==> src/rtl/board_io_tester_if.sv <==
`timescale 1ns/1ps
// Board pin bundle for board_io_tester: switches and buttons in, LEDs and display out.
// Latency: none, wires only.
// Backpressure: none, pin levels only.
// Signals: sw/btn are raw asynchronous board inputs; led/which/seg/enable/mode drive the board.
// Modports: master = board side (drives sw/btn), slave = tester side (drives led/display/mode).
interface board_io_tester_if #(
   parameter int SW_W    = 32,
   parameter int NUM_BTN = 6
);
   logic [SW_W-1:0]    sw;      // switch levels, asynchronous
   logic [NUM_BTN-1:0] btn;     // raw button levels, asynchronous, active-high
   logic [SW_W-1:0]    led;     // LED drive, 1 = lit
   logic [2:0]         which;   // digit select index
   logic [7:0]         seg;     // [6:0] = g..a, [7] = dp, 1 = lit
   logic               enable;  // display enable
   logic [1:0]         mode;    // 0 = PASS, 1 = WALK, 2 = COUNT

   modport master (output sw, btn, input led, which, seg, enable, mode);
   modport slave  (input sw, btn, output led, which, seg, enable, mode);
endinterface

==> src/rtl/board_io_tester.sv <==
`timescale 1ns/1ps
// Board bring-up tester: synchronised/debounced buttons, PASS/WALK/COUNT modes, freeze, hex scanner.
// Latency: sw to led 2 cycles in PASS; button to event 2 sync + DEBOUNCE_CYCLES; seg 1 cycle after which.
// Backpressure: none; free-running pin-level block, every input is sampled each cycle.
// Ports: clk, rst (synchronous, active-high); io (board_io_tester_if.slave) carries sw/btn in and
//        led/which/seg/enable/mode out.
// Optional: define BOARD_LAMP_TEST_EN for an LAMP_CYCLES-long lamp test after reset.
module board_io_tester #(
   parameter int SW_W            = 32,
   parameter int NUM_BTN         = 6,
   parameter int NUM_DIGITS      = 8,
   parameter int DEBOUNCE_CYCLES = 100000,
   parameter int SCAN_CYCLES     = 50000,
   parameter int WALK_CYCLES     = 5000000,
   parameter int LAMP_CYCLES     = 25000000
) (
   input  logic              clk,
   input  logic              rst,
   board_io_tester_if.slave  io
);

   localparam int DB_W   = $clog2(DEBOUNCE_CYCLES + 1);
   localparam int SC_W   = $clog2(SCAN_CYCLES + 1);
   localparam int WK_W   = $clog2(WALK_CYCLES + 1);
   localparam int WP_W   = (SW_W > 1) ? $clog2(SW_W) : 1;
   localparam int PC_W   = $clog2(NUM_BTN + 1);
   localparam int DISP_W = 4 * NUM_DIGITS;
   // Common width wide enough to zero-extend sw, counter and walk position into either sink.
   localparam int XW0    = (SW_W > DISP_W) ? SW_W : DISP_W;
   localparam int XW     = (XW0 > 16) ? XW0 : 16;

   localparam logic [DB_W-1:0] DB_LAST  = DB_W'(DEBOUNCE_CYCLES - 1);
   localparam logic [SC_W-1:0] SC_LAST  = SC_W'(SCAN_CYCLES - 1);
   localparam logic [WK_W-1:0] WK_LAST  = WK_W'(WALK_CYCLES - 1);
   localparam logic [WP_W-1:0] WP_LAST  = WP_W'(SW_W - 1);
   localparam logic [2:0]      DIG_LAST = 3'(NUM_DIGITS - 1);

   if (NUM_BTN < 3 || NUM_DIGITS < 2 || NUM_DIGITS > 8 || (NUM_DIGITS & (NUM_DIGITS - 1)) != 0 ||
       DEBOUNCE_CYCLES < 1 || SCAN_CYCLES < 1 || WALK_CYCLES < 1 || LAMP_CYCLES < 1) begin : g_bad_param
      $error("board_io_tester: illegal parameter set");
   end

   typedef enum logic [1:0] {
      MODE_PASS  = 2'd0,
      MODE_WALK  = 2'd1,
      MODE_COUNT = 2'd2
   } mode_e;

   function automatic logic [6:0] hex7(input logic [3:0] n);
      case (n)
         4'h0: hex7 = 7'h3F;  4'h1: hex7 = 7'h06;  4'h2: hex7 = 7'h5B;  4'h3: hex7 = 7'h4F;
         4'h4: hex7 = 7'h66;  4'h5: hex7 = 7'h6D;  4'h6: hex7 = 7'h7D;  4'h7: hex7 = 7'h07;
         4'h8: hex7 = 7'h7F;  4'h9: hex7 = 7'h6F;  4'hA: hex7 = 7'h77;  4'hB: hex7 = 7'h7C;
         4'hC: hex7 = 7'h39;  4'hD: hex7 = 7'h5E;  4'hE: hex7 = 7'h79;  default: hex7 = 7'h71;
      endcase
   endfunction

   // State
   logic [SW_W-1:0]    sw_s1_q, sw_s2_q;
   logic [NUM_BTN-1:0] btn_s1_q, btn_s2_q;
   logic [NUM_BTN-1:0] btn_acc_q, btn_acc_d;
   logic [DB_W-1:0]    db_cnt_q [NUM_BTN];
   logic [DB_W-1:0]    db_cnt_d [NUM_BTN];
   mode_e              mode_q, mode_d;
   logic               enable_q, enable_d;
   logic               freeze_q, freeze_d;
   logic [DISP_W-1:0]  held_q, held_d;
   logic [15:0]        press_cnt_q, press_cnt_d;
   logic [WP_W-1:0]    walk_pos_q, walk_pos_d;
   logic [WK_W-1:0]    walk_tmr_q, walk_tmr_d;
   logic [SC_W-1:0]    scan_tmr_q, scan_tmr_d;
   logic [2:0]         which_q, which_d;
   logic [7:0]         seg_q, seg_d;

   // Combinational helpers
   logic               lamp_on;
   logic [NUM_BTN-1:0] evt_raw, evt;
   logic [PC_W-1:0]    evt_num;
   logic [XW-1:0]      sw_x, cnt_x, pos_x;
   logic [DISP_W-1:0]  live_data, disp_data;
   logic [3:0]         nib;
   logic [SW_W-1:0]    led_c;

`ifdef BOARD_LAMP_TEST_EN
   localparam int LP_W = $clog2(LAMP_CYCLES + 1);
   localparam logic [LP_W-1:0] LP_LAST = LP_W'(LAMP_CYCLES - 1);
   logic [LP_W-1:0] lamp_cnt_q, lamp_cnt_d;
   logic            lamp_on_q, lamp_on_d;

   always_comb begin
      lamp_cnt_d = lamp_cnt_q;
      lamp_on_d  = lamp_on_q;
      if (lamp_on_q) begin
         if (lamp_cnt_q == LP_LAST) begin
            lamp_on_d  = 1'b0;
            lamp_cnt_d = '0;
         end else begin
            lamp_cnt_d = lamp_cnt_q + 1'b1;
         end
      end
   end

   always_ff @(posedge clk) begin
      if (rst) begin
         lamp_cnt_q <= '0;
         lamp_on_q  <= 1'b1;
      end else begin
         lamp_cnt_q <= lamp_cnt_d;
         lamp_on_q  <= lamp_on_d;
      end
   end

   assign lamp_on = lamp_on_q;
`else
   assign lamp_on = 1'b0;
`endif

   always_comb begin
      btn_acc_d   = btn_acc_q;
      db_cnt_d    = db_cnt_q;
      mode_d      = mode_q;
      enable_d    = enable_q;
      freeze_d    = freeze_q;
      held_d      = held_q;
      walk_pos_d  = walk_pos_q;
      walk_tmr_d  = walk_tmr_q;
      scan_tmr_d  = scan_tmr_q;
      which_d     = which_q;
      evt_raw     = '0;
      evt_num     = '0;
      nib         = '0;
      led_c       = '0;
      live_data   = '0;

      // Debounce: count consecutive disagreeing samples, accept the new level on the last one.
      for (int b = 0; b < NUM_BTN; b++) begin
         if (btn_s2_q[b] != btn_acc_q[b]) begin
            if (db_cnt_q[b] == DB_LAST) begin
               btn_acc_d[b] = ~btn_acc_q[b];
               db_cnt_d[b]  = '0;
               evt_raw[b]   = ~btn_acc_q[b];   // rising accepted level only
            end else begin
               db_cnt_d[b]  = db_cnt_q[b] + 1'b1;
            end
         end else begin
            db_cnt_d[b] = '0;
         end
      end
      evt = evt_raw & {NUM_BTN{~lamp_on}};

      for (int b = 0; b < NUM_BTN; b++) begin
         evt_num = evt_num + PC_W'(evt[b]);
      end
      press_cnt_d = press_cnt_q + 16'(evt_num);

      if (evt[0]) enable_d = ~enable_q;

      if (evt[1]) begin
         case (mode_q)
            MODE_PASS: mode_d = MODE_WALK;
            MODE_WALK: mode_d = MODE_COUNT;
            default:   mode_d = MODE_PASS;
         endcase
      end

      // A mode change releases a frozen display; otherwise btn[2] toggles freeze.
      if (evt[1] && freeze_q) freeze_d = 1'b0;
      else if (evt[2])        freeze_d = ~freeze_q;

      // Walk position only runs while staying in WALK; entering or leaving restarts it.
      if (mode_d != MODE_WALK || mode_q != MODE_WALK) begin
         walk_pos_d = '0;
         walk_tmr_d = '0;
      end else if (walk_tmr_q == WK_LAST) begin
         walk_tmr_d = '0;
         walk_pos_d = (walk_pos_q == WP_LAST) ? '0 : walk_pos_q + 1'b1;
      end else begin
         walk_tmr_d = walk_tmr_q + 1'b1;
      end

      sw_x  = '0;
      sw_x[SW_W-1:0] = sw_s2_q;
      cnt_x = '0;
      cnt_x[15:0] = press_cnt_q;
      pos_x = '0;
      pos_x[WP_W-1:0] = walk_pos_q;

      case (mode_q)
         MODE_WALK: begin
            live_data = pos_x[DISP_W-1:0];
            led_c     = {{(SW_W-1){1'b0}}, 1'b1} << walk_pos_q;
         end
         MODE_COUNT: begin
            live_data = cnt_x[DISP_W-1:0];
            led_c     = cnt_x[SW_W-1:0];
         end
         default: begin
            live_data = sw_x[DISP_W-1:0];
            led_c     = sw_s2_q;
         end
      endcase
      if (lamp_on) led_c = '1;

      // Capture the display value of the cycle on which freeze becomes set.
      if (freeze_d && !freeze_q) held_d = live_data;
      disp_data = freeze_q ? held_q : live_data;

      if (scan_tmr_q == SC_LAST) begin
         scan_tmr_d = '0;
         which_d    = (which_q == DIG_LAST) ? 3'd0 : which_q + 3'd1;
      end else begin
         scan_tmr_d = scan_tmr_q + 1'b1;
      end

      for (int d = 0; d < NUM_DIGITS; d++) begin
         if (which_q == 3'(d)) nib = disp_data[d*4 +: 4];
      end
      seg_d = enable_q ? {1'b0, hex7(nib)} : 8'h00;
   end

   always_ff @(posedge clk) begin
      if (rst) begin
         sw_s1_q     <= '0;
         sw_s2_q     <= '0;
         btn_s1_q    <= '0;
         btn_s2_q    <= '0;
         btn_acc_q   <= '0;
         for (int b = 0; b < NUM_BTN; b++) db_cnt_q[b] <= '0;
         mode_q      <= MODE_PASS;
         enable_q    <= 1'b1;
         freeze_q    <= 1'b0;
         held_q      <= '0;
         press_cnt_q <= '0;
         walk_pos_q  <= '0;
         walk_tmr_q  <= '0;
         scan_tmr_q  <= '0;
         which_q     <= '0;
         seg_q       <= '0;
      end else begin
         sw_s1_q     <= io.sw;
         sw_s2_q     <= sw_s1_q;
         btn_s1_q    <= io.btn;
         btn_s2_q    <= btn_s1_q;
         btn_acc_q   <= btn_acc_d;
         db_cnt_q    <= db_cnt_d;
         mode_q      <= mode_d;
         enable_q    <= enable_d;
         freeze_q    <= freeze_d;
         held_q      <= held_d;
         press_cnt_q <= press_cnt_d;
         walk_pos_q  <= walk_pos_d;
         walk_tmr_q  <= walk_tmr_d;
         scan_tmr_q  <= scan_tmr_d;
         which_q     <= which_d;
         seg_q       <= seg_d;
      end
   end

   assign io.led    = led_c;
   assign io.which  = which_q;
   assign io.seg    = lamp_on ? 8'hFF : seg_q;
   assign io.enable = enable_q | lamp_on;
   assign io.mode   = mode_q;

endmodule

==> src/flat_wrapper.sv <==
// flat-port wrapper written by rule: the top's interface ports become plain ports
module board_io_tester_flat 
#(
   parameter int SW_W            = 32,
   parameter int NUM_BTN         = 6,
   parameter int NUM_DIGITS      = 8,
   parameter int DEBOUNCE_CYCLES = 100000,
   parameter int SCAN_CYCLES     = 50000,
   parameter int WALK_CYCLES     = 5000000,
   parameter int LAMP_CYCLES     = 25000000
)
  (clk, rst, io_sw, io_btn, io_led, io_which, io_seg, io_enable, io_mode);
  board_io_tester_if #(.SW_W(SW_W), .NUM_BTN(NUM_BTN)) io_i ();
  input  logic clk;
  input  logic rst;
  input wire logic [$bits(io_i.sw)-1:0] io_sw;
  input wire logic [$bits(io_i.btn)-1:0] io_btn;
  output wire logic [$bits(io_i.led)-1:0] io_led;
  output wire logic [$bits(io_i.which)-1:0] io_which;
  output wire logic [$bits(io_i.seg)-1:0] io_seg;
  output wire logic [$bits(io_i.enable)-1:0] io_enable;
  output wire logic [$bits(io_i.mode)-1:0] io_mode;
  assign io_i.sw = io_sw;
  assign io_i.btn = io_btn;
  assign io_led = io_i.led;
  assign io_which = io_i.which;
  assign io_seg = io_i.seg;
  assign io_enable = io_i.enable;
  assign io_mode = io_i.mode;
  board_io_tester #(.SW_W(SW_W), .NUM_BTN(NUM_BTN), .NUM_DIGITS(NUM_DIGITS), .DEBOUNCE_CYCLES(DEBOUNCE_CYCLES), .SCAN_CYCLES(SCAN_CYCLES), .WALK_CYCLES(WALK_CYCLES), .LAMP_CYCLES(LAMP_CYCLES)) u_core (.clk(clk), .rst(rst), .io(io_i));
endmodule
==> config.mk <==
export PLATFORM = sky130hd
export DESIGN_NAME = board_io_tester_flat
export DESIGN_NICKNAME = d
export VERILOG_FILES = /design/src/rtl/board_io_tester_if.sv /design/src/rtl/board_io_tester.sv /design/src/flat_wrapper.sv
export SDC_FILE = /design/constraint.sdc
export NUM_CORES = 1
export LEC_CHECK = 0
export BUFFER_PORTS_ARGS = -buffer_cell sky130_fd_sc_hd__buf_2
export CORE_MARGIN = 4
export CORE_UTILIZATION = 60
export CTS_BUF_LIST = sky130_fd_sc_hd__clkbuf_16
export DETAILED_ROUTE_END_ITERATION = 8
export HOLD_SLACK_MARGIN = 0.02
export PLACE_DENSITY_LB_ADDON = 0.3
export SLEW_MARGIN = 5
export SYNTH_ARGS = -nofsm -noshare
export SYNTH_HDL_FRONTEND = slang
export SYNTH_SLANG_ARGS = --single-unit
==> constraint.sdc <==
create_clock -name clk -period 6.05 [get_ports clk]
set_input_delay 1.21 -clock clk [delete_from_list [all_inputs] [get_ports clk]]
set_output_delay 1.21 -clock clk [all_outputs]
set_load 0.02 [all_outputs]
# [Word-level counts from Yosys, hierarchy flattened]
# Memories as Yosys holds them, arrays and structs flattened. A register that Yosys moved wholly into a read port is not among the register bits.
# Cells that the tools add are included.
[word_totals] ff_bits=284 rom_bits=112 inputBits=40 output_inout_bits=46 elab_cells=135 memories=1
[classes] n_addsub=16 eq_ne=26 shift=1 muxes=29 n_bitwise=14 reduce_logical=22
[mem_list] memory="(name not given)" depth=16 width=7 rd=1 rd_ports_with_merged_regs=1 write_ports=0 line_no="board_io_tester.sv:50" rtl="case (n)"
[op_table] op="one-hot mux 32 bit (2 select lines)" n=2
[op_table] op="adder 17 x 1 -> 17 bit (second input constant)" n=6
[op_table] op="== test 17 bit (second input constant)" n=6
[op_table] op="2-to-1 mux 32 bit" n=1
[op_table] op="2-to-1 mux 4 bit" n=8
[op_table] op="left shift 1 x 5 -> 32 bit (first input constant)" n=1
[op_table] op="adder 23 x 1 -> 23 bit (second input constant)" n=1
[op_table] op="== test 23 bit (second input constant)" n=1
[op_table] op="OR reduction 3 bit" n=7
[op_table] op="adder 16 x 1 -> 16 bit (second input constant)" n=1
[op_table] op="adder 16 x 3 -> 16 bit" n=1
[op_table] op="== test 16 bit (second input constant)" n=1
[op_table] op="2-to-1 mux 1 bit" n=14
[op_table] op="NOT 1 bit" n=14
[op_table] op="adder 3 x 1 -> 3 bit" n=4
[op_table] op="== test 3 bit (second input constant)" n=4
[op_table] op="AND reduction 2 bit" n=6
[op_table] op="== test 3 x 2 -> 1 bit (second input constant)" n=2
[op_table] op="inequality test 1 bit" n=6
[op_table] op="OR reduction 2 bit" n=3
[op_table] op="adder 5 x 1 -> 5 bit (second input constant)" n=1
[op_table] op="== test 5 bit (second input constant)" n=1
[op_table] op="2-to-1 mux 5 bit" n=1
[op_table] op="inequality test 2 x 1 -> 1 bit (second input constant)" n=2
[op_table] op="13 further kinds" n=14

# [Logic depth before layout (Yosys ltp)]
# Gate-level depths: netlist of run 1.
[depth] depth_word=11 mapped_depth=21 depth_no_buf=21

# [Worst setup path before layout of run 1]
# Ideal clock, no wire load.
[synth_path] path_kind="register -> register" from="reg u_core.db_cnt_q[32] (netlist bit)" to="reg u_core.press_cnt_q[9]" setup_ns=0.128 arrival_ns=4.178 setup_slack_ns=1.745 stages_incl_launch_ff=20 period_less_slack_ns=4.305 cell_sequence="dfxtp_1 > inv_1 > or4b_1 > or4_4 > nor3_1 > nand3b_1 > fa_1 > inv_1 > fa_1 > inv_1 > fa_1 > inv_1 > ha_1 > a21o_1 > a21oi_1 > nor2b_1 > and4_1 > nand3_1 > xnor2_1 > nor2_1"
[synth_between] elab_chain_len=6
[synth_rtl] item="from (decl)" line_no="board_io_tester.sv:62" rtl="logic [DB_W-1:0] db_cnt_q [NUM_BTN];"
[synth_rtl] item="from (signal assigned)" line_no="board_io_tester.sv:245" rtl="db_cnt_q <= db_cnt_d;"
[synth_rtl] item="== test 17 bit" line_no="board_io_tester.sv:138" rtl="if (db_cnt_q[b] == DB_LAST) begin"
[synth_rtl] item="2-to-1 mux 1 bit" line_no="board_io_tester.sv:138"
[synth_rtl] item="2-to-1 mux 1 bit" line_no="board_io_tester.sv:137" rtl="if (btn_s2_q[b] != btn_acc_q[b]) begin"
[synth_rtl] item="adder 3 x 1 -> 3 bit (2 in series)" line_no="board_io_tester.sv:152" rtl="evt_num = evt_num + PC_W'(evt[b]);"
[synth_rtl] item="adder 16 x 3 -> 16 bit" line_no="board_io_tester.sv:154" rtl="press_cnt_d = press_cnt_q + 16'(evt_num);"
[synth_rtl] item="to (signal assigned)" line_no="board_io_tester.sv:250" rtl="press_cnt_q <= press_cnt_d;"
[synth_rtl] item="to (decl)" line_no="board_io_tester.sv:68" rtl="logic [15:0] press_cnt_q, press_cnt_d;"
# Every way passes these cells.
# A chain may end at the register's enable or synchronous reset.

# [Worst setup path in the final report of run 1]
[layout_path] from="reg u_core.db_cnt_q[98] (netlist bit)" to="reg u_core.press_cnt_q[9]"
[layout_between] elab_chain_len=9
[layout_rtl] item="== test 17 bit" line_no="board_io_tester.sv:138"
[layout_rtl] item="2-to-1 mux 1 bit" line_no="board_io_tester.sv:138"
[layout_rtl] item="2-to-1 mux 1 bit" line_no="board_io_tester.sv:137"
[layout_rtl] item="net u_core.evt[0]" line_no="board_io_tester.sv:77" rtl="logic [NUM_BTN-1:0] evt_raw, evt;"
[layout_rtl] item="adder 1 x 1 -> 2 bit" line_no="board_io_tester.sv:152"
[layout_rtl] item="adder 3 x 1 -> 3 bit (4 in series)" line_no="board_io_tester.sv:152"
[layout_rtl] item="adder 16 x 3 -> 16 bit" line_no="board_io_tester.sv:154"
# The timed path passes the listed nets, and every way through them passes these cells.

==> qor.csv, run 1 <==
stage,metric,value,unit
sta,fin_skew,0.01406,ns
synthesis,ys_warn_count,0,
clocking,numCtsBuffers,29,
critical_path,cpMaxStageDelayCell,fa_1,
critical_path,cp_num_buf_inv,4,
sta,worst_slew_pin_slew,0.9263,ns
synthesis,synthesis.area,12710,um^2
clocking,cts.sinks,290,
synthesis,syn_area_per_cell,8.727,um^2
critical_path,crit_path_end_kind,flop,
grt,grt_overflow,0,
critical_path,cp.arrival,5.07,ns
status,status,"complete, no violations",
route,via_count,10040,
sta,tns,0,ns
synthesis,ys_top_cells_by_area,"dfxtp_1 46%, nor2_1 7.4%, xor2_1 6.2%",
final_layout,final_core_utilization,69.23,%
pwr,leakage,0.005239,uW
sta,period_share,77.03,%
clocking,root_buffer,clkbuf_16,
clocking,post_cts_resized,0,
critical_path,start_kind,flop,
floorplan,dieHeight,153.5,um
synthesis,yosysTopAreaCellShare,45.69,%
place,place_ws,1.407,ns
place,place.gp.congestion,0.9105,
route,drt_first_pass_iters,5,
final_layout,nets,1594,
clocking,htree_levels,1,
route,vias_per_cell,5.558,
critical_path,path_max_fanout,6,
grt,grt_start_max_net_pins,65,
synthesis,yosys.cell_count.top_type,dfxtp_1,
grt,use_met1,30.66,%
final_layout,drive_above_1_share,10.21,%
place,io_buffers,84,
sta,maxSlewViolCount,0,
final_layout,multi_input_area,6469,um^2
grt,antenna_found_initial,0,
grt,busiest_layer,met2,
pwr,power.density,278.4,nW/um^2
final_layout,areaGrowthSynthToFinish,12.01,%
synthesis,synth_edf_count,0,
synthesis,syn-instance-count,1456,
sta,setup_ws,1.390,ns
clocking,clkTransAtPathRegs,0.06,ns
pwr,ir_drop,0.2791,mV
synthesis,yosys_register_bits,290,
critical_path,crit_top_cell,inv_1,
grt,grt_pass1_vias,9503,
route,route.detailed.drc,0,
synthesis,async_flop_share,0,%
critical_path,max_stage_delay,0.52,ns
clocking,tritoncts,done,
clocking,post_cts_buffers,0,
route,drtAntennaViolNets,0,
floorplan,coreArea,20560,um^2
route,drt_iter0_drc,750,
route,drt_wl_total,27.27,mm
place,dp_hpwl,18.83,mm
grt,met3_usage,3.710,%
synthesis,synth_common_cells,"290 x dfxtp_1, 252 x nor2_1, 121 x nand2_1",
synthesis,synth-main-ff-cell,dfxtp_1,
job,drv_cap,0,
grt,grt_pass1_wl,45.57,mm
synthesis,synth_top_area_cell,dfxtp_1,
floorplan,die-area,23570,um^2
sta,relSlewSlack,38.16,%
clocking,clkLatencyLatePin,0.54,ns
synthesis,synth_cell_types,78,
floorplan,start_util,61.81,%
final_layout,final.fill_count,1613,
floorplan,fp-row-count,52,
final_layout,regArea,5806,um^2
synthesis,synth_nets,1535,
critical_path,required,6.46,ns
floorplan,num_io_pins,86,
min_path,worstHoldPathType,reg -> reg,
sta,rsz0062_at_grt,no,
sta,finalHoldViolCount,0,
grt,grt_usage,22.42,%
critical_path,cp_cell_sequence,"nor2_1, nand3_1, nor4_1, nand4_1, nor3b_1, ha_1, inv_1, fa_1, inv_1, fa_1, inv_1, fa_1, inv_1, ha_1, a21o_1, a21oi_1, nor2b_1, and4_1, nand3_1, xnor2_1, nor2_1",
floorplan,fp.dieW,153.5,um
sta,min_period,4.660,ns
clocking,cts_hold_buffers,0,
critical_path,cp_top_family,simple AND/OR/NAND/NOR gates,
grt,grt.met2_usage,36.49,%
final_layout,antenna_cells,0,
clocking,cts.path.max_buffers,3,
route,avgRoutedWirePerCell,15.09,um
sta,finalSetupViolCount,0,
synthesis,yosysSeqAreaShare,45.69,%
critical_path,worstSetupPathType,reg -> reg,
sta,fmaxAchievable,214.6,MHz
## worst paths after layout
| check | startpoint | end | slack (ns) | cells after the start |
|---|---|---|---|---|
| worst max-delay path | u_core.db_cnt_q[98]$_SDFF_PP0_ | u_core.press_cnt_q[9]$_SDFF_PP0_ | 1.39 | 21 |
| worst max register to register | u_core.db_cnt_q[98]$_SDFF_PP0_ | u_core.press_cnt_q[9]$_SDFF_PP0_ | 1.39 | 21 |
| worst min-delay path | u_core.sw_s1_q[15]$_SDFF_PP0_ | u_core.sw_s2_q[15]$_SDFF_PP0_ | 0.43 | 1 |
| worst min register to register | u_core.sw_s1_q[15]$_SDFF_PP0_ | u_core.sw_s2_q[15]$_SDFF_PP0_ | 0.43 | 1 |
## placed cells by master, fill, tap and decap left out, types with 24 or more instances in the layout
| master | instances |
|---|---|
| dfxtp_1 | 290 |
| nor2_1 | 252 |
| nand2_1 | 121 |
| xor2_1 | 90 |
| nor2b_1 | 87 |
| buf_2 | 83 |
| nand3_1 | 62 |
| o21ai_0 | 53 |
| xnor2_1 | 52 |
| a21oi_1 | 43 |
| inv_1 | 37 |
| ha_1 | 35 |
| nand4_1 | 29 |
| clkbuf_16 | 29 |
| and3_1 | 26 |
| nor3_1 | 24 |
## registers in the layout, summed over array words and instances, names as in the netlist
register / count
u_core.press_cnt_q: 16
u_core.sw_s1_q: 32
u_core.scan_tmr_q: 16
u_core.btn_acc_q: 6
u_core.walk_pos_q: 5
u_core.db_cnt_q: 102
u_core.io.which: 3
u_core.io.enable: 1
u_core.held_q: 32
u_core.btn_s2_q: 6
u_core.io.seg: 7
u_core.freeze_q: 1
u_core.io.mode: 2
u_core.sw_s2_q: 32
u_core.btn_s1_q: 6
u_core.walk_tmr_q: 23
## kinds of logic (layout without fill, tap and decap cells)
| group | count (synthesis) | count (layout) | share of synthesized area [%] |
|---|---|---|---|
| muxes | 13 | 13 | 1.083 |
| buffers and inverters | 98 | 179 | 3.407 |
| other | 1 | 1 | 0.02951 |
| DFF | 290 | 290 | 45.69 |
| and+or+nand+nor | 697 | 697 | 26.99 |
| xor gates and xnor gates | 142 | 142 | 9.787 |
| AOI/OAI and AO/OA | 176 | 176 | 8.941 |
| adders and majority gates | 39 | 39 | 4.076 |
## layout make-up
| class | instances | share of cell area, % |
|---|---|---|
| tap | 270 | 2.373 |
| multi-input combinational | 1068 | 45.45 |
| timing repair buffer | 90 | 3.288 |
| inverter | 36 | 0.9494 |
| clock inverter | 24 | 2.057 |
| sequential | 290 | 40.79 |
| clock buffer | 29 | 5.098 |
## per-layer routing
metal / part of all wire, % / wire length, um / vias to the layer above
met5: 0 / 0 / -
met3: 6.4 / 1754 / 51
met1: 44 / 12050 / 4648
li1: - / - / 5016
met2: 46 / 12640 / 328
met4: 3.0 / 820 / 0
## metrics by stage
stage          std cells  power, uW  hold slack [ns]  cell area [um^2]
5_1_grt             1807       4100           0.4409             14230
3_5_place_dp        1754       2123           0.4212             13220
2_1_floorplan       1456       2076           0.4130             12710
6_report            1807       3963           0.4321             14230
4_1_cts             1807       4003           0.4326             14230
3_3_place_gp        1754       2120           0.4159             13220
## power breakdown
part,switching (uW),internal [uW],leakage (uW)
combinational,81.3,49.2,0.00239
clock,747,1140,0.000490
sequential,10.9,1940,0.00236
total,839,3120,0.00524
No activity file was read; power rests on OpenSTA's default activity.
==> inputs of run 2 (changes only) <==
--- a/config.mk
+++ b/config.mk
@@ -5,6 +5,7 @@
 export SDC_FILE = /design/constraint.sdc
 export NUM_CORES = 1
 export LEC_CHECK = 0
+export ABC_AREA = 1
 export BUFFER_PORTS_ARGS = -buffer_cell sky130_fd_sc_hd__buf_2
 export CORE_MARGIN = 4
 export CORE_UTILIZATION = 60
==> constraint.sdc (replaced) <==
create_clock -name clk -period 4.67 [get_ports clk]
set_input_delay 0.934 -clock clk [delete_from_list [all_inputs] [get_ports clk]]
set_output_delay 0.934 -clock clk [all_outputs]
set_load 0.02 [all_outputs]
==> qor.csv, run 2 <==
stage,metric,value,unit
critical_path,cpMaxStageDelayCell,fa_1,
pwr,leakage,0.006195,uW
status,status,"complete, no violations",
grt,grt_pass1_wl,47.82,mm
synthesis,synthesis.area,13090,um^2
critical_path,reg2reg_depth,28,
sta,setup_ws,0.1409,ns
sta,whs,0.3897,ns
synthesis,yosys_register_bits,290,
synthesis,syn-instance-count,1769,
place,place_ws,-0.004504,ns
floorplan,num_io_pins,86,
place,place.gp.congestion,0.9398,
critical_path,path_max_fanout,4,
synthesis,synth_edf_count,0,
sta,fin_skew,0.01940,ns
sta,relSlewSlack,33.21,%
place,io_buffers,84,
synthesis,synth_common_cells,"294 x nand2_1, 290 x dfxtp_1, 284 x inv_1",
sta,finalSetupViolCount,0,
critical_path,cp_top_family,adder cells,
final_layout,final_common_cell,nand2_1,
clocking,tritoncts,done,
sta,fmaxAchievable,220.8,MHz
sta,worst_slew_pin_slew,0.9926,ns
sta,period_share,96.98,%
floorplan,fp.dieW,155.7,um
final_layout,antenna_cells,0,
synthesis,yosysSeqAreaShare,44.35,%
synthesis,syn_area_per_cell,7.400,um^2
synthesis,async_flop_share,0,%
route,via_count,11340,
route,route.detailed.drc,0,
final_layout,areaGrowthSynthToFinish,14.19,%
synthesis,synth-main-ff-cell,dfxtp_1,
critical_path,reg2reg_from,u_core.db_cnt_q[68]$_SDFF_PP0_,
grt,grt_usage,23.10,%
route,drt_iter0_drc,874,
grt,grt_start_max_net_pins,56,
place,dp_hpwl,20.43,mm
synthesis,ys_top_cells_by_area,"dfxtp_1 44%, nand2_1 8.4%, inv_1 8.1%",
route,drt_wl_total,28.98,mm
min_path,hold_path_end,u_core.sw_s2_q[1]$_SDFF_PP0_,
grt,grt_overflow,0,
job,drv_cap,0,
synthesis,yosys.cell_count.top_type,nand2_1,
critical_path,crit_top_cell,inv_2,
clocking,numCtsBuffers,30,
route,drtAntennaViolNets,0,
synthesis,synth_top_area_cell,dfxtp_1,
min_path,hold_depth,2,
critical_path,start_kind,flop,
pwr,ir_drop,0.3476,mV
pwr,power.density,345.2,nW/um^2
grt,antenna_found_initial,0,
sta,finalHoldViolCount,0,
grt,grt_pass1_vias,10600,
clocking,root_buffer,clkbuf_16,
critical_path,cp.arrival,4.96,ns
synthesis,yosysTopAreaCellShare,44.35,%
sta,min_period,4.529,ns
critical_path,cp_num_buf_inv,8,
critical_path,max_stage_delay,0.49,ns
min_path,min-delay-start,u_core.sw_s1_q[1]$_SDFF_PP0_,
floorplan,coreArea,21220,um^2
final_layout,nets,1935,
critical_path,worstSetupPathType,reg -> reg,
critical_path,reg2reg_slack,0.14,ns
final_layout,regMostFlops,u_core.db_cnt_q,
clocking,cts.path.max_buffers,3,
clocking,clkTransAtPathRegs,0.06,ns
floorplan,start_util,61.69,%
clocking,clkLatencyLatePin,0.55,ns
final_layout,drive_above_1_share,12.19,%
floorplan,die-area,24240,um^2
final_layout,largest_register_ffs,102,
synthesis,ys_warn_count,0,
min_path,worstHoldPathType,reg -> reg,
synthesis,synth_nets,1848,
clocking,cts.sinks,290,
sta,maxSlewViolCount,0,
critical_path,crit_path_end_kind,flop,
route,vias_per_cell,5.263,
critical_path,timing.rr.end,u_core.press_cnt_q[12]$_SDFF_PP0_,
clocking,htree_levels,1,
route,avgRoutedWirePerCell,13.45,um
final_layout,final_cell_mix,"290 x nand2_1, 284 x dfxtp_1, 283 x inv_1",
floorplan,fp-row-count,53,
floorplan,dieHeight,155.7,um
route,drt_first_pass_iters,8,
critical_path,required,5.10,ns
synthesis,synth_cell_types,49,
## run 2: changes by cell type in the layout (fill, tap and decap cells not counted), moves of 14 or more
cell      previous run  this run
nor3_1              24        48
xnor2_1             52         4
o21ai_0             53        86
nand2b_1            18         0
and4_1              14         0
inv_1               37       283
xor2_1              90        45
and3_1              26         4
nor2_1             252       230
nand2_1            121       290
a21oi_1             43       135
nor4_1               6        22
nor2b_1             87         0
## run 2: layout make-up
class                      count  area (um^2)
fill                        1689         6272
sequential                   290         5816
multi-input combinational   1139         6106
tap                          275        344.1
clock inverter                24        245.2
inverter                     292         1096
timing repair buffer         103        565.5
clock buffer                  31        775.7
## run 2: kinds of logic (layout without fill, tap and decap cells)
logic type               Yosys count  count (layout)  synth area share (%)
AO/OA/AOI/OAI                    278             278                 11.87
flip-flops                       290             290                 44.35
AND/OR/NAND/NOR                  772             772                 26.52
XOR/XNOR                          49              49                 3.279
adder cells (fa/ha/maj)           39              39                 3.957
buffers and inverters            340             450                 9.988
other                              1               1               0.02865
## run 2: worst max-delay path by stage
stage	to	slack [ns]	startpoint	cells past startpoint
after floorplan	u_core.press_cnt_q[14]$_SDFF_PP0_	0.40	u_core.db_cnt_q[85]$_SDFF_PP0_	28
after global placement	u_core.press_cnt_q[14]$_SDFF_PP0_	0.18	u_core.db_cnt_q[85]$_SDFF_PP0_	28
after detailed placement	u_core.press_cnt_q[14]$_SDFF_PP0_	-0.005	u_core.db_cnt_q[85]$_SDFF_PP0_	28
after CTS	u_core.press_cnt_q[14]$_SDFF_PP0_	0.04	u_core.db_cnt_q[68]$_SDFF_PP0_	28
after global routing	u_core.press_cnt_q[12]$_SDFF_PP0_	-0.08	u_core.db_cnt_q[68]$_SDFF_PP0_	28
final	u_core.press_cnt_q[12]$_SDFF_PP0_	0.14	u_core.db_cnt_q[68]$_SDFF_PP0_	28
## run 2: metrics by stage
| stage | instances | TNS, ns | total power, uW | area (um^2) | util [%] |
|---|---|---|---|---|---|
| 3_3_place_gp | 2089 | 0 | 2758 | 13710 | 64.62 |
| 6_report | 2154 | 0 | 5161 | 14950 | 70.44 |
| 2_1_floorplan | 1769 | 0 | 2697 | 13090 | - |
| 3_5_place_dp | 2089 | -0.004504 | 2763 | 13710 | 64.62 |
| 4_1_cts | 2144 | 0 | 5199 | 14740 | 69.47 |
| 5_1_grt | 2154 | -0.1565 | 5326 | 14950 | 70.44 |
## run 2: tightest hold or removal path: stages (launching register included)
cell,delay [ns]
dfxtp_1,0.29
inv_1,0.04
nor2_1,0.03
## run 2: report_power, final
part / leakage [uW] / switching (uW) / internal [uW]
combinational: 0.00333 / 125 / 61.0
clock: 0.000507 / 974 / 1470
sequential: 0.00236 / 14.0 / 2510
total: 0.00620 / 1110 / 4050
## run 2: per-layer routing
metal,up-vias,part of all wire [%],GRT usage [%]
met3,69,4.9,2.857
met1,5168,45,30.15
li1,5811,-,-
met4,0,2.6,7.295
met5,-,0,0
met2,289,48,40.10
## run 2: repair_timing
action | in CTS | in global routing
buffers inserted | 0 | 10
setup endpoints to repair | 1 | 8
hold buffers | 0 | 0
hold endpoints to repair | 0 | 0
gates resized for setup | 2 | 36
pin swaps | 0 | 18
==> inputs of run 3 (changes only) <==
--- a/config.mk
+++ b/config.mk
@@ -8,8 +8,9 @@
 export ABC_AREA = 1
 export BUFFER_PORTS_ARGS = -buffer_cell sky130_fd_sc_hd__buf_2
 export CORE_MARGIN = 4
-export CORE_UTILIZATION = 60
+export CORE_UTILIZATION = 40
 export CTS_BUF_LIST = sky130_fd_sc_hd__clkbuf_16
+export CTS_CLUSTER_SIZE = 8
 export DETAILED_ROUTE_END_ITERATION = 8
 export HOLD_SLACK_MARGIN = 0.02
 export PLACE_DENSITY_LB_ADDON = 0.3
==> qor.csv, run 3 (same netlist as run 2, synthesis figures left out) <==
stage,metric,value,unit
status,status,"complete, no violations",
critical_path,worstSetupPathType,reg -> reg,
grt,grt_pass1_vias,10450,
final_layout,stdcell_count,2310,
floorplan,fp-row-count,65,
pwr,power.density,348.7,nW/um^2
clocking,clkTransAtPathRegs,0.05,ns
min_path,worstHoldPathType,reg -> reg,
sta,tns,0,ns
floorplan,die-area,35680,um^2
sta,maxSlewViolCount,0,
sta,period_share,94.38,%
sta,finalSetupViolCount,0,
min_path,hold_path_end,u_core.sw_s2_q[4]$_SDFF_PP0_,
critical_path,required,5.05,ns
floorplan,start_util,41.06,%
final_layout,areaGrowthSynthToFinish,16.47,%
final_layout,antenna_cells,0,
clocking,htree_levels,2,
critical_path,reg2reg_depth,27,
floorplan,dieHeight,188.9,um
place,dpl.cell_count,2252,
final_layout,final_cell_mix,"289 x nand2_1, 285 x inv_1, 285 x dfxtp_1",
critical_path,crit_path_end_kind,flop,
route,drt_iter0_drc,557,
clocking,cts_hold_buffers,0,
place,dp_hpwl,20.47,mm
min_path,hold_depth,2,
critical_path,start_kind,flop,
critical_path,reg2reg_slack,0.26,ns
final_layout,final_common_cell,nand2_1,
clocking,tritoncts,done,
final_layout,drive_above_1_share,12.37,%
route,drt_first_pass_iters,6,
critical_path,cpMaxStageDelayCell,fa_1,
final_layout,nets,1947,
sta,finalHoldViolCount,0,
route,via_count,11190,
sta,worst_slew_pin_slew,1.042,ns
clocking,cts.sinks,290,
route,drt_wl_total,29.12,mm
grt,grt_usage,16.01,%
clocking,cts.path.max_buffers,3,
route,drtAntennaViolNets,0,
sta,fmaxAchievable,226.9,MHz
critical_path,max_stage_delay,0.49,ns
place,io_buffers,84,
sta,fin_skew,0.03027,ns
min_path,min-delay-start,u_core.sw_s1_q[4]$_SDFF_PP0_,
pwr,leakage,0.006236,uW
grt,grt_start_max_net_pins,79,
final_layout,regMostFlops,u_core.db_cnt_q,
sta,relSlewSlack,29.89,%
route,avgRoutedWirePerCell,12.61,um
sta,rsz0062_at_grt,yes,
final_layout,largest_register_ffs,102,
grt,grt_overflow,0,
critical_path,cp_num_buf_inv,7,
critical_path,reg2reg_from,u_core.db_cnt_q[69]$_SDFF_PP0_,
route,vias_per_cell,4.842,
critical_path,crit_top_cell,inv_2,
critical_path,path_max_fanout,4,
grt,antenna_found_initial,0,
floorplan,coreArea,31880,um^2
critical_path,cp_top_family,adder cells,
clocking,numCtsBuffers,42,
job,drv_cap,0,
critical_path,timing.rr.end,u_core.press_cnt_q[14]$_SDFF_PP0_,
route,route.detailed.drc,0,
floorplan,fp.dieW,188.9,um
place,place.gp.congestion,0.9020,
sta,min_period,4.408,ns
grt,grt_pass1_wl,48.85,mm
pwr,ir_drop,0.2585,mV
critical_path,cp.arrival,4.79,ns
clocking,root_buffer,clkbuf_16,
clocking,clkLatencyLatePin,0.54,ns
floorplan,num_io_pins,86,
run 3: cell count changes in the layout (fill, tap and decap cells not counted), moves of 2 or more:
cell        delta
bufinv_16      -5
clkbuf_16     +11
clkinv_1       -6
clkinv_2       -6
clkinvlp_4     -3
inv_1          +2
nand2_2        +2
nor4_1         -2
nor4_2         +2
run 3: metrics by stage:
step	hold slack, ns	utilization, %	worst slack (ns)	cell area, um^2	total power (uW)
after floorplan	0.3883	-	0.3952	13090	2697
after global placement	0.3894	43.71	0.09689	13940	2763
after detailed placement	0.3929	43.71	-0.03037	13940	2765
after CTS	0.3951	47.19	0.03293	15050	5407
after global routing	0.4049	47.82	-0.1923	15250	5536
final	0.3903	47.82	0.2624	15250	5316
run 3: worst register-to-register path, cell delays in order (launching register included):
cell     delay, ns
dfxtp_1       0.36
ha_4          0.15
nand2_2       0.06
inv_2         0.06
nand2_2       0.07
nor2_4        0.15
nand4_4       0.13
nor2_4        0.20
ha_4          0.15
inv_2         0.03
fa_1          0.49
inv_2         0.04
fa_2          0.34
inv_2         0.06
fa_1          0.42
inv_2         0.09
fa_2          0.21
nand2_2       0.06
a21oi_2       0.18
nand2_1       0.07
nor2_1        0.10
inv_1         0.07
nor3_2        0.21
nand2_1       0.09
inv_2         0.06
nand4_1       0.16
nor4_2        0.21
nor3_1        0.07
run 3: worst max-delay path by stage:
stage | start | to | slack [ns] | cells after the start
3_3_place_gp | u_core.db_cnt_q[85]$_SDFF_PP0_ | u_core.press_cnt_q[14]$_SDFF_PP0_ | 0.1 | 27
2_1_floorplan | u_core.db_cnt_q[85]$_SDFF_PP0_ | u_core.press_cnt_q[14]$_SDFF_PP0_ | 0.40 | 28
4_1_cts | u_core.db_cnt_q[68]$_SDFF_PP0_ | u_core.press_cnt_q[14]$_SDFF_PP0_ | 0.03 | 27
5_1_grt | u_core.db_cnt_q[94]$_SDFF_PP0_ | u_core.press_cnt_q[14]$_SDFF_PP0_ | -0.19 | 25
6_report | u_core.db_cnt_q[69]$_SDFF_PP0_ | u_core.press_cnt_q[14]$_SDFF_PP0_ | 0.26 | 27
3_5_place_dp | u_core.db_cnt_q[85]$_SDFF_PP0_ | u_core.press_cnt_q[14]$_SDFF_PP0_ | -0.03 | 27
run 3: repair_timing:
action,CTS,global route
endpoints found under the setup margin,1,8
resized for setup,1,39
pin swaps,0,25
buffers inserted,0,7
run 3: where the power goes:
| part | total, uW | internal, uW | leakage, uW | switching, uW |
|---|---|---|---|---|
| clock network | 2600 | 1580 | 0.000565 | 1020 |
| logic | 183 | 60.4 | 0.00331 | 123 |
| registers | 2530 | 2520 | 0.00236 | 13.1 |
| total | 5320 | 4160 | 0.00624 | 1150 |
run 3: layout make-up:
type | count | area (um^2)
Sequential cell | 290 | 5814
Tap cell | 435 | 544.3
Fill cell | 3183 | 16630
Inverter | 292 | 1096
Multi-Input combinational cell | 1139 | 6118
Clock buffer | 42 | 1051
Timing Repair Buffer | 103 | 565.5
Clock inverter | 9 | 56.30
run 3: routing by layer:
layer / track usage [%] / up-vias / share of wire, %
met4: 5.970 / 0 / 3.2
met2: 26.78 / 237 / 46
met3: 3.226 / 79 / 5.3
li1: - / 5826 / -
met5: 0 / - / 0
met1: 20.50 / 5044 / 45
